===== src/rtl/sched_pkg.sv =====
// Shared definitions for the quantum scheduler: default sizing, the
// scheduler state encoding and the derived pid width.
package sched_pkg;

  localparam int NPROC_DEF = 8;
  localparam int QW_DEF    = 16;
  localparam int QDEF_DEF  = 100;
  localparam int PID_W     = $clog2(NPROC_DEF);

  typedef enum logic [1:0] {
    ST_IDLE   = 2'd0,
    ST_RUN    = 2'd1,
    ST_EXPIRE = 2'd2,
    ST_SWITCH = 2'd3
  } sched_state_t;

endpackage


===== src/rtl/rr_picker.sv =====
// Combinational round-robin picker: finds the first set bit of the ready
// mask starting just after the base slot, wrapping, with the base slot
// itself considered last.
module rr_picker
  import sched_pkg::*;
#(
  parameter int NPROC = NPROC_DEF
) (
  input  logic [NPROC-1:0]         i_mask,
  input  logic [$clog2(NPROC)-1:0] i_base,
  output logic [$clog2(NPROC)-1:0] o_pid,
  output logic                     o_valid
);

  localparam int PW = $clog2(NPROC);

  logic [PW-1:0] w_idx;

  // Walk base+1 .. base+NPROC; the last step wraps back onto the base slot
  // because NPROC is a power of two and the index simply overflows.
  always_comb begin
    o_pid   = '0;
    o_valid = 1'b0;
    w_idx   = '0;
    for (int i = 1; i <= NPROC; i++) begin
      w_idx = i_base + PW'(i);
      if (!o_valid && i_mask[w_idx]) begin
        o_pid   = w_idx;
        o_valid = 1'b1;
      end
    end
  end

endmodule


===== src/rtl/quantum_scheduler.sv =====
// Quantum-based preemptive scheduler: counts retired user instructions
// against a programmable quantum, raises a preemption request when the
// quantum runs out or the process halts, and keeps a registered
// round-robin candidate for the next dispatch.
module quantum_scheduler
  import sched_pkg::*;
#(
  parameter int NPROC = NPROC_DEF,
  parameter int QW    = QW_DEF,
  parameter int QDEF  = QDEF_DEF
) (
  input  logic                     clock,
  input  logic                     reset,
  input  logic                     set_quantum,
  input  logic [QW-1:0]            quantum_in,
  input  logic                     retire,
  input  logic                     start,
  input  logic                     exit,
  input  logic                     int_ack,
  input  logic                     ready_set,
  input  logic [$clog2(NPROC)-1:0] ready_pid,
  output logic                     int_req,
  output logic [$clog2(NPROC)-1:0] cur_pid,
  output logic [$clog2(NPROC)-1:0] next_pid,
  output logic                     next_valid,
  output logic [QW-1:0]            remaining
);

  localparam int PW = $clog2(NPROC);

  sched_state_t r_state;
  sched_state_t w_stateNext;

  logic [QW-1:0]    r_quantum;
  logic [QW-1:0]    r_remaining;
  logic [PW-1:0]    r_curPid;
  logic [PW-1:0]    r_nextPid;
  logic             r_nextValid;
  logic [NPROC-1:0] r_readyMask;
  logic [NPROC-1:0] w_maskNext;

  logic             w_load;
  logic             w_dec;
  logic             w_exitClr;
  logic [PW-1:0]    w_pickPid;
  logic             w_pickValid;

  rr_picker #(
    .NPROC (NPROC)
  ) u_picker (
    .i_mask  (r_readyMask),
    .i_base  (r_curPid),
    .o_pid   (w_pickPid),
    .o_valid (w_pickValid)
  );

  // State register; reset lands in IDLE so the request drops at once.
  always_ff @(posedge clock or posedge reset) begin
    if (reset) begin
      r_state <= ST_IDLE;
    end else begin
      r_state <= w_stateNext;
    end
  end

  // Next-state logic plus the strobes that steer the datapath registers.
  always_comb begin
    w_stateNext = r_state;
    w_load      = 1'b0;
    w_dec       = 1'b0;
    w_exitClr   = 1'b0;
    case (r_state)
      ST_IDLE: begin
        if (start && r_nextValid) begin
          w_load      = 1'b1;
          w_stateNext = ST_RUN;
        end
      end
      ST_RUN: begin
        if (exit) begin
          w_exitClr   = 1'b1;
          w_stateNext = ST_EXPIRE;
        end else if (retire && (r_remaining != '0)) begin
          w_dec = 1'b1;
          if (r_remaining == QW'(1)) begin
            w_stateNext = ST_EXPIRE;
          end
        end
      end
      ST_EXPIRE: begin
        if (int_ack) begin
          w_stateNext = ST_SWITCH;
        end
      end
      ST_SWITCH: begin
        w_stateNext = ST_IDLE;
      end
      default: begin
        w_stateNext = ST_IDLE;
      end
    endcase
  end

  // Ready mask update; a halting process's clear overrides a same-slot set.
  always_comb begin
    w_maskNext = r_readyMask;
    if (ready_set) begin
      w_maskNext[ready_pid] = 1'b1;
    end
    if (w_exitClr) begin
      w_maskNext[r_curPid] = 1'b0;
    end
  end

  // Quantum register, reloadable at any time; only future dispatches see it.
  always_ff @(posedge clock or posedge reset) begin
    if (reset) begin
      r_quantum <= QW'(QDEF);
    end else if (set_quantum) begin
      r_quantum <= quantum_in;
    end
  end

  // Current pid and remaining count: loaded on dispatch, counted down on retire.
  always_ff @(posedge clock or posedge reset) begin
    if (reset) begin
      r_curPid    <= '0;
      r_remaining <= '0;
    end else if (w_load) begin
      r_curPid    <= r_nextPid;
      r_remaining <= r_quantum;
    end else if (w_dec) begin
      r_remaining <= r_remaining - QW'(1);
    end
  end

  // Ready mask register.
  always_ff @(posedge clock or posedge reset) begin
    if (reset) begin
      r_readyMask <= '0;
    end else begin
      r_readyMask <= w_maskNext;
    end
  end

  // Registered round-robin candidate, refreshed every cycle from current state.
  always_ff @(posedge clock or posedge reset) begin
    if (reset) begin
      r_nextPid   <= '0;
      r_nextValid <= 1'b0;
    end else begin
      r_nextPid   <= w_pickPid;
      r_nextValid <= w_pickValid;
    end
  end

  assign int_req    = (r_state == ST_EXPIRE);
  assign cur_pid    = r_curPid;
  assign next_pid   = r_nextPid;
  assign next_valid = r_nextValid;
  assign remaining  = r_remaining;

endmodule

===== config.mk =====
export PLATFORM = sky130hd
export DESIGN_NAME = quantum_scheduler
export DESIGN_NICKNAME = d
export VERILOG_FILES = /design/src/rtl/sched_pkg.sv /design/src/rtl/rr_picker.sv /design/src/rtl/quantum_scheduler.sv
export SDC_FILE = /design/constraint.sdc
export NUM_CORES = 1
export LEC_CHECK = 0
export CAP_MARGIN = 40
export CORE_MARGIN = 2
export CORE_UTILIZATION = 40
export DETAILED_ROUTE_END_ITERATION = 6
export PLACE_DENSITY_LB_ADDON = 0.2
export SLEW_MARGIN = 25
export SYNTH_ARGS = -nofsm -noshare
export SYNTH_HDL_FRONTEND = slang
export SYNTH_SLANG_ARGS = --single-unit

===== constraint.sdc =====
create_clock -name clock -period 3 [get_ports clock]
set_clock_uncertainty 0.2 [all_clocks]
set_input_delay 0.45 -clock clock [delete_from_list [all_inputs] [get_ports clock]]
set_output_delay 0.45 -clock clock [all_outputs]
set_load 0.03 [all_outputs]

### Word level (Yosys, flattened, before mapping)

Cells that the tools add are included.

* bits in registers: 49
* input bits: 27
* output and inout bits: 24
* word-level logic and storage cells: 112

* add/sub/neg operators: 8
* $lt $le $gt $ge: 11
* eq/ne operators: 8
* mux-type cells: 53
* bitwise gates (word level): 3
* reduce and logical (&&, ||, !) cells: 22

Operators with widths (number)
* less-than comparator 3 x 4 -> 1 bit (second input constant): 9
* two-way mux 16 bit: 2
* two-way mux 1 bit: 25
* binary-select mux 1 bit (select 3 bit): 8
* two-way mux 3 bit: 8
* == test 16 x 1 -> 1 bit (second input constant): 1
* two-way mux 8 bit: 2
* nonzero test 16 bit: 1
* subtractor 16 x 1 -> 16 bit (second input constant): 1
* adder 3 bit (second input constant): 4
* logical AND 1 bit: 11
* two-way mux 2 bit: 5
* AND 8 bit: 1
* NOT 8 bit: 1
* bitwise OR 8 bit: 1
* one-hot mux 2 bit (4 select lines): 1
* zero test 1 bit: 7
* adder 3 x 2 -> 3 bit (second input constant): 2
* demux 1 bit (select 3 bit): 2
* >= comparator 3 x 1 -> 1 bit (second input constant): 2
* != test 3 bit (second input constant): 2
* == test 2 bit (second input constant): 2
* != test 2 bit (second input constant): 2
* AND reduction 4 bit: 1
* 4 further kinds: 4

### Logic depth before layout (Yosys ltp)

* word-level depth: 25
* gate-level depth with buffers: 11

### Hierarchy

A second synthesis with hierarchy kept.

* cells, all modules: 303
* area total of the unflattened synthesis: 3135.5 um^2

By module, submodules not included
* quantum_scheduler: times used 1, cells an instance 210, area an instance 2349.8 um^2
* rr_picker: times used 1, cells an instance 93, area an instance 785.8 um^2

### Worst setup path after synthesis

No wires, ideal clock.

* path type: reg2reg
* start point: register r_curPid[1] (netlist: cur_pid[1])
* end point: register r_nextPid[2] (netlist: next_pid[2])
* setup time: 0.130 ns
* arrival: 2.879 ns
* required time: 2.670 ns
* slack: -0.209 ns
* stages on the path, launching flop included: 11
* buffers on the path: 2
* period minus slack after synthesis: 3.209 ns
* path through: dfrtp_1 > buf_2 > inv_1 > ha_1 > buf_2 > mux4_2 > a21oi_1 > a21oi_1 > or3_1 > a222oi_1 > o21ai_1

* word-level cells in the longest chain between the ends: 25

Ends and longest elaborated chain
* start, declared: line quantum_scheduler.sv:36 `logic [PW-1:0] r_curPid;`
* start signal, assigned: line quantum_scheduler.sv:130 `r_curPid <= r_nextPid;`
* adder 3 x 1 -> 3 bit: line rr_picker.sv:26 `w_idx = i_base + PW'(i);`
* binary-select mux 1 bit (select 3 bit): line rr_picker.sv:27 `if (!o_valid && i_mask[w_idx]) begin`
* two-way mux 1 bit (not written as such): line rr_picker.sv:27
* two-way mux 1 bit: line rr_picker.sv:27
* zero test 1 bit: line rr_picker.sv:27
* logical AND 1 bit: line rr_picker.sv:27
* two-way mux 1 bit: line rr_picker.sv:27
* zero test 1 bit: line rr_picker.sv:27
* [... 10 more ...]
* two-way mux 1 bit: line rr_picker.sv:27
* zero test 1 bit: line rr_picker.sv:27
* logical AND 1 bit: line rr_picker.sv:27
* two-way mux 1 bit: line rr_picker.sv:27
* zero test 1 bit: line rr_picker.sv:27
* logical AND 1 bit: line rr_picker.sv:27
* two-way mux 3 bit *: line rr_picker.sv:27
* net u_picker.o_pid[2]: line rr_picker.sv:11 `output logic [$clog2(NPROC)-1:0] o_pid,`
* end signal, assigned: line quantum_scheduler.sv:152 `r_nextPid <= w_pickPid;`
* end, declared: line quantum_scheduler.sv:37 `logic [PW-1:0] r_nextPid;`

Mark *: on every way through the listed nets, which the timed path passes. The rest lies on a longest branch. The select of a mux whose other input is x is not followed.
A chain may end at the register's enable or synchronous reset.

### Final worst setup path

Ends and elaborated chain as after synthesis.

==> impl_metrics.prom <==
# TYPE chip_impl_metric gauge
chip_impl_info{name="outcome",value="completed"} 1
chip_impl_metric{name="globalRoute.totalOverflow",unit=""} 0
chip_impl_metric{name="post-route-min-period",unit="ns"} 2.80
chip_impl_info{name="critPathCaptureType",value="register"} 1
chip_impl_metric{name="h-tree-depth",unit=""} 2
chip_impl_metric{name="post-cts-setup-buffer-count",unit=""} 0
chip_impl_metric{name="clk_latency",unit="ns"} 0.31
chip_impl_metric{name="worst-r2r-cell-count",unit=""} 8
chip_impl_metric{name="yosys_warnings",unit=""} 0
chip_impl_metric{name="hold_viol",unit=""} 0
chip_impl_metric{name="wl_per_cell",unit="microns"} 15.4
chip_impl_info{name="crit_path_cell_trace",value="inv_1 > ha_2 > mux4_2 > a21oi_1 > a21oi_1 > or3_1 > a222oi_1 > o21ai_1"} 1
chip_impl_metric{name="synthesis.nets",unit=""} 338
chip_impl_metric{name="die_width",unit="microns"} 91.6
chip_impl_metric{name="placed_cells_incl_taps",unit=""} 449
chip_impl_metric{name="syn_to_final_growth",unit="%"} 26.2
chip_impl_metric{name="postSynth.asyncResetShare",unit=""} 1.00
chip_impl_metric{name="drt_drc_violations_left",unit=""} 0
chip_impl_metric{name="synth_area_per_cell",unit="sq um"} 10.3
chip_impl_metric{name="fin_util",unit=""} 0.528
chip_impl_metric{name="vias_per_cell",unit=""} 5.31
chip_impl_metric{name="io_buffer_count",unit=""} 50
chip_impl_metric{name="count_of_different_cell_masters_after_synthesis",unit=""} 49
chip_impl_info{name="tritoncts",value="done"} 1
chip_impl_metric{name="initial_utilization",unit=""} 0.419
chip_impl_info{name="r2r_start",value="cur_pid[1]$_DFFE_PP0P_"} 1
chip_impl_metric{name="syn-cell-area",unit="sq um"} 3070
chip_impl_metric{name="total_wirelength_of_the_detailed_routed_design",unit="mm"} 7.04
chip_impl_metric{name="longest_individual_stage_delay_on_the_worst_path",unit="ns"} 0.57
chip_impl_info{name="reg2reg_to",value="next_pid[2]$_DFF_PP0_"} 1
chip_impl_metric{name="timing.reg2reg.setup_slack",unit="ns"} 0.20
chip_impl_metric{name="worstPathArrival",unit="ns"} 2.78
chip_impl_metric{name="final_antenna_net_count",unit=""} 0
chip_impl_metric{name="core-area",unit="sq um"} 7330
chip_impl_info{name="grt_setup_unrepaired",value="no"} 1
chip_impl_metric{name="finalNetCount",unit=""} 396
chip_impl_info{name="mostFrequentLayoutCells",value="50 x sky130_fd_sc_hd__clkdlybuf4s50_1, 44 x sky130_fd_sc_hd__dfrtp_1, 32 x sky130_fd_sc_hd__nand2_1, 23 x sky130_fd_sc_hd__mux2_2, 22 x sky130_fd_sc_hd__o21ai_0"} 1
chip_impl_metric{name="io_pins",unit=""} 51
chip_impl_info{name="path_common_cell",value="sky130_fd_sc_hd__a21oi_1"} 1
chip_impl_metric{name="finalNonFillerCells",unit=""} 457
chip_impl_metric{name="grt_max_degree",unit=""} 39
chip_impl_metric{name="number_of_antenna_violations_at_the_first_check_in_global_routing",unit=""} 0
chip_impl_metric{name="peakVddDrop",unit="uV"} 541
chip_impl_metric{name="via_count_of_the_first_global_routing_pass",unit=""} 2430
chip_impl_metric{name="grt_use_total",unit=""} 0.177
chip_impl_metric{name="design.die.area",unit="sq um"} 8390
chip_impl_metric{name="vias",unit=""} 2425
chip_impl_metric{name="detailedRoute.firstPassIterationCount",unit=""} 4
chip_impl_metric{name="required_worst_endpoint",unit="ns"} 2.99
chip_impl_metric{name="achievable-frequency",unit="MHz"} 357
chip_impl_metric{name="max_capacitance_violation_count",unit=""} 0
chip_impl_metric{name="synth_register_bits",unit=""} 49
chip_impl_metric{name="cts.sinks",unit=""} 49
chip_impl_metric{name="layout_worst_path_cycle_share",unit=""} 0.933
chip_impl_metric{name="placement_rows",unit=""} 31
chip_impl_metric{name="worst_path_fanout_max",unit=""} 9
chip_impl_metric{name="tns",unit="ns"} 0
chip_impl_info{name="crit_path_start",value="cur_pid[1]$_DFFE_PP0P_"} 1
chip_impl_metric{name="synth_edf_count",unit=""} 0
chip_impl_metric{name="power_per_cell_area",unit="nW/um^2"} 1120
chip_impl_metric{name="fraction_of_final_layout_cells_sized_beyond_drive_strength_1",unit=""} 0.184
chip_impl_metric{name="drt_iter0_drc",unit=""} 115
chip_impl_metric{name="max_slew.worst_pin.slew",unit="ns"} 0.482
chip_impl_metric{name="place_hpwl",unit="mm"} 5.26
chip_impl_info{name="hold_class",value="in2async"} 1
chip_impl_metric{name="die_h",unit="microns"} 91.6
chip_impl_info{name="most_common_cell_after_layout_fill_and_taps_aside",value="sky130_fd_sc_hd__clkdlybuf4s50_1"} 1
chip_impl_info{name="cp_capture_point",value="next_pid[2]$_DFF_PP0_"} 1
chip_impl_info{name="cp-start-kind",value="register"} 1
chip_impl_metric{name="gp_congestion",unit=""} 0.936
chip_impl_info{name="slowest_stage",value="sky130_fd_sc_hd__mux4_2"} 1
chip_impl_metric{name="setup_viol",unit=""} 0
chip_impl_metric{name="relSlewSlack",unit=""} 0.676
chip_impl_info{name="ctsRootBufferMaster",value="sky130_fd_sc_hd__clkbuf_8"} 1
chip_impl_info{name="synthFlopType",value="sky130_fd_sc_hd__dfrtp_1"} 1
chip_impl_metric{name="cts_made_buffers",unit=""} 5
chip_impl_metric{name="postPlaceCellArea",unit="sq um"} 3730
chip_impl_info{name="critPathKind",value="reg2reg"} 1
chip_impl_metric{name="power.static_leakage",unit="nW"} 1.55
chip_impl_metric{name="postLayoutCellArea",unit="sq um"} 3870
chip_impl_metric{name="clockBufferDepth",unit=""} 2
chip_impl_metric{name="clkTransAtPathRegs",unit="ns"} 0.09
chip_impl_metric{name="num_antenna_cells",unit=""} 0
chip_impl_metric{name="drv_slew",unit=""} 0
chip_impl_metric{name="grt_first_pass_wirelength",unit="mm"} 12.0
chip_impl_metric{name="synth-seq-area-share",unit=""} 0.401
chip_impl_metric{name="post_synth_inst_count",unit=""} 299
## layer usage
layer | global-route usage | up-vias | wire [microns]
met5 | 0 | - | 0
met1 | 0.250 | 1149 | 3260
met4 | 0.0518 | 0 | 80
li1 | - | 1207 | -
met3 | 0.0216 | 4 | 298
met2 | 0.286 | 65 | 3410
## worst min path at each step
stage / from / depth (start not counted) / slack [ns] / endpoint
floorplan: r_quantum[0]$_DFFE_PP0P_ / 2 / 0.25 / remaining[0]$_DFFE_PP0P_
global placement: r_quantum[11]$_DFFE_PP0P_ / 2 / 0.26 / remaining[11]$_DFFE_PP0P_
detailed placement: r_quantum[4]$_DFFE_PP0P_ / 2 / 0.26 / remaining[4]$_DFFE_PP0P_
CTS: reset / 2 / 0.21 / r_quantum[3]$_DFFE_PP0P_
global route: reset / 2 / 0.22 / r_quantum[3]$_DFFE_PP0P_
finish: reset / 2 / 0.21 / r_quantum[3]$_DFFE_PP0P_
## cell families after synthesis
| kind of cell | share of synthesized area |
|---|---|
| simple gates | 0.162 |
| compound gates | 0.122 |
| flops | 0.401 |
| mux | 0.175 |
| buf+inv | 0.0400 |
| xor+xnor | 0.0514 |
| fa+ha+maj | 0.0489 |
## worst max-delay path: cells and delay by family (launching register included)
family                   cells  cell delay [ns]
AO/OA/AOI/OAI                4             0.66
multiplexers                 1             0.57
adder cells (fa/ha/maj)      1             0.45
AND/OR/NAND/NOR              1             0.38
flip-flops                   1             0.36
buffers and inverters        1             0.06
## repair_timing
item                       CTS  global route
hold buffers                 0             0
setup endpoints to repair    0             1
resized for setup            0             1
## power breakdown
part | total (mW) | switching (mW) | internal (mW)
clock network | 0.567 | 0.231 | 0.336
logic | 2.61 | 1.40 | 1.20
registers | 1.16 | 0.263 | 0.899
## synthesized netlist by cell type, types with 2 or more instances
| cell | n | area, sq um |
|---|---|---|
| sky130_fd_sc_hd__dfrtp_1 | 46 | 1150 |
| sky130_fd_sc_hd__inv_1 | 16 | 60.1 |
| sky130_fd_sc_hd__dfstp_2 | 3 | 78.8 |
| sky130_fd_sc_hd__nand3b_1 | 2 | 15.0 |
| sky130_fd_sc_hd__buf_2 | 2 | 10.0 |
| sky130_fd_sc_hd__buf_6 | 2 | 22.5 |
| sky130_fd_sc_hd__nand2b_1 | 2 | 12.5 |
| sky130_fd_sc_hd__nor4_1 | 3 | 18.8 |
| sky130_fd_sc_hd__a221oi_1 | 2 | 17.5 |
| sky130_fd_sc_hd__xnor2_1 | 5 | 43.8 |
| sky130_fd_sc_hd__or3_1 | 3 | 18.8 |
| sky130_fd_sc_hd__nor2b_1 | 7 | 43.8 |
| sky130_fd_sc_hd__nand4_1 | 8 | 50.1 |
| sky130_fd_sc_hd__a31oi_1 | 4 | 25.0 |
| sky130_fd_sc_hd__xor2_1 | 13 | 114 |
| sky130_fd_sc_hd__a41oi_1 | 2 | 17.5 |
| sky130_fd_sc_hd__mux2_2 | 23 | 259 |
| sky130_fd_sc_hd__o21ai_0 | 22 | 110 |
| sky130_fd_sc_hd__mux2i_1 | 6 | 60.1 |
| sky130_fd_sc_hd__ha_1 | 12 | 150 |
| sky130_fd_sc_hd__nand3_1 | 8 | 40.0 |
| sky130_fd_sc_hd__mux4_2 | 9 | 203 |
| sky130_fd_sc_hd__a21oi_1 | 17 | 85.1 |
| sky130_fd_sc_hd__nor2_1 | 13 | 48.8 |
| sky130_fd_sc_hd__o32a_1 | 2 | 20.0 |
| sky130_fd_sc_hd__and4_1 | 2 | 17.5 |
| sky130_fd_sc_hd__clkbuf_1 | 8 | 30.0 |
| sky130_fd_sc_hd__nand2_1 | 32 | 120 |
| sky130_fd_sc_hd__nor3_1 | 5 | 25.0 |
## cell type report
cell class	count	area, sq um
Clock inverter	3	68.8
Fill cell	647	3460
Multi-Input combinational cell	222	1720
Timing Repair Buffer	63	598
Inverter	16	60.1
Clock buffer	5	68.8
Tap cell	99	124
Sequential cell	49	1230
## stage by stage
stage,hold slack (ns),worst slack [ns],power (mW)
after floorplan,0.246,-0.0113,3.02
after global placement,0.263,0.259,3.76
after detailed placement,0.264,0.184,3.76
after CTS,0.210,0.166,4.35
after global routing,0.219,0.0779,4.68
final,0.214,0.202,4.34
## sequential cells by signal, summed over array words and instances, names as in the netlist
signal       flops
remaining       16
r_readyMask      8
cur_pid          3
next_pid         3
r_state          2
r_quantum       16
next_valid       1
Power figures use the tool's default switching activity.
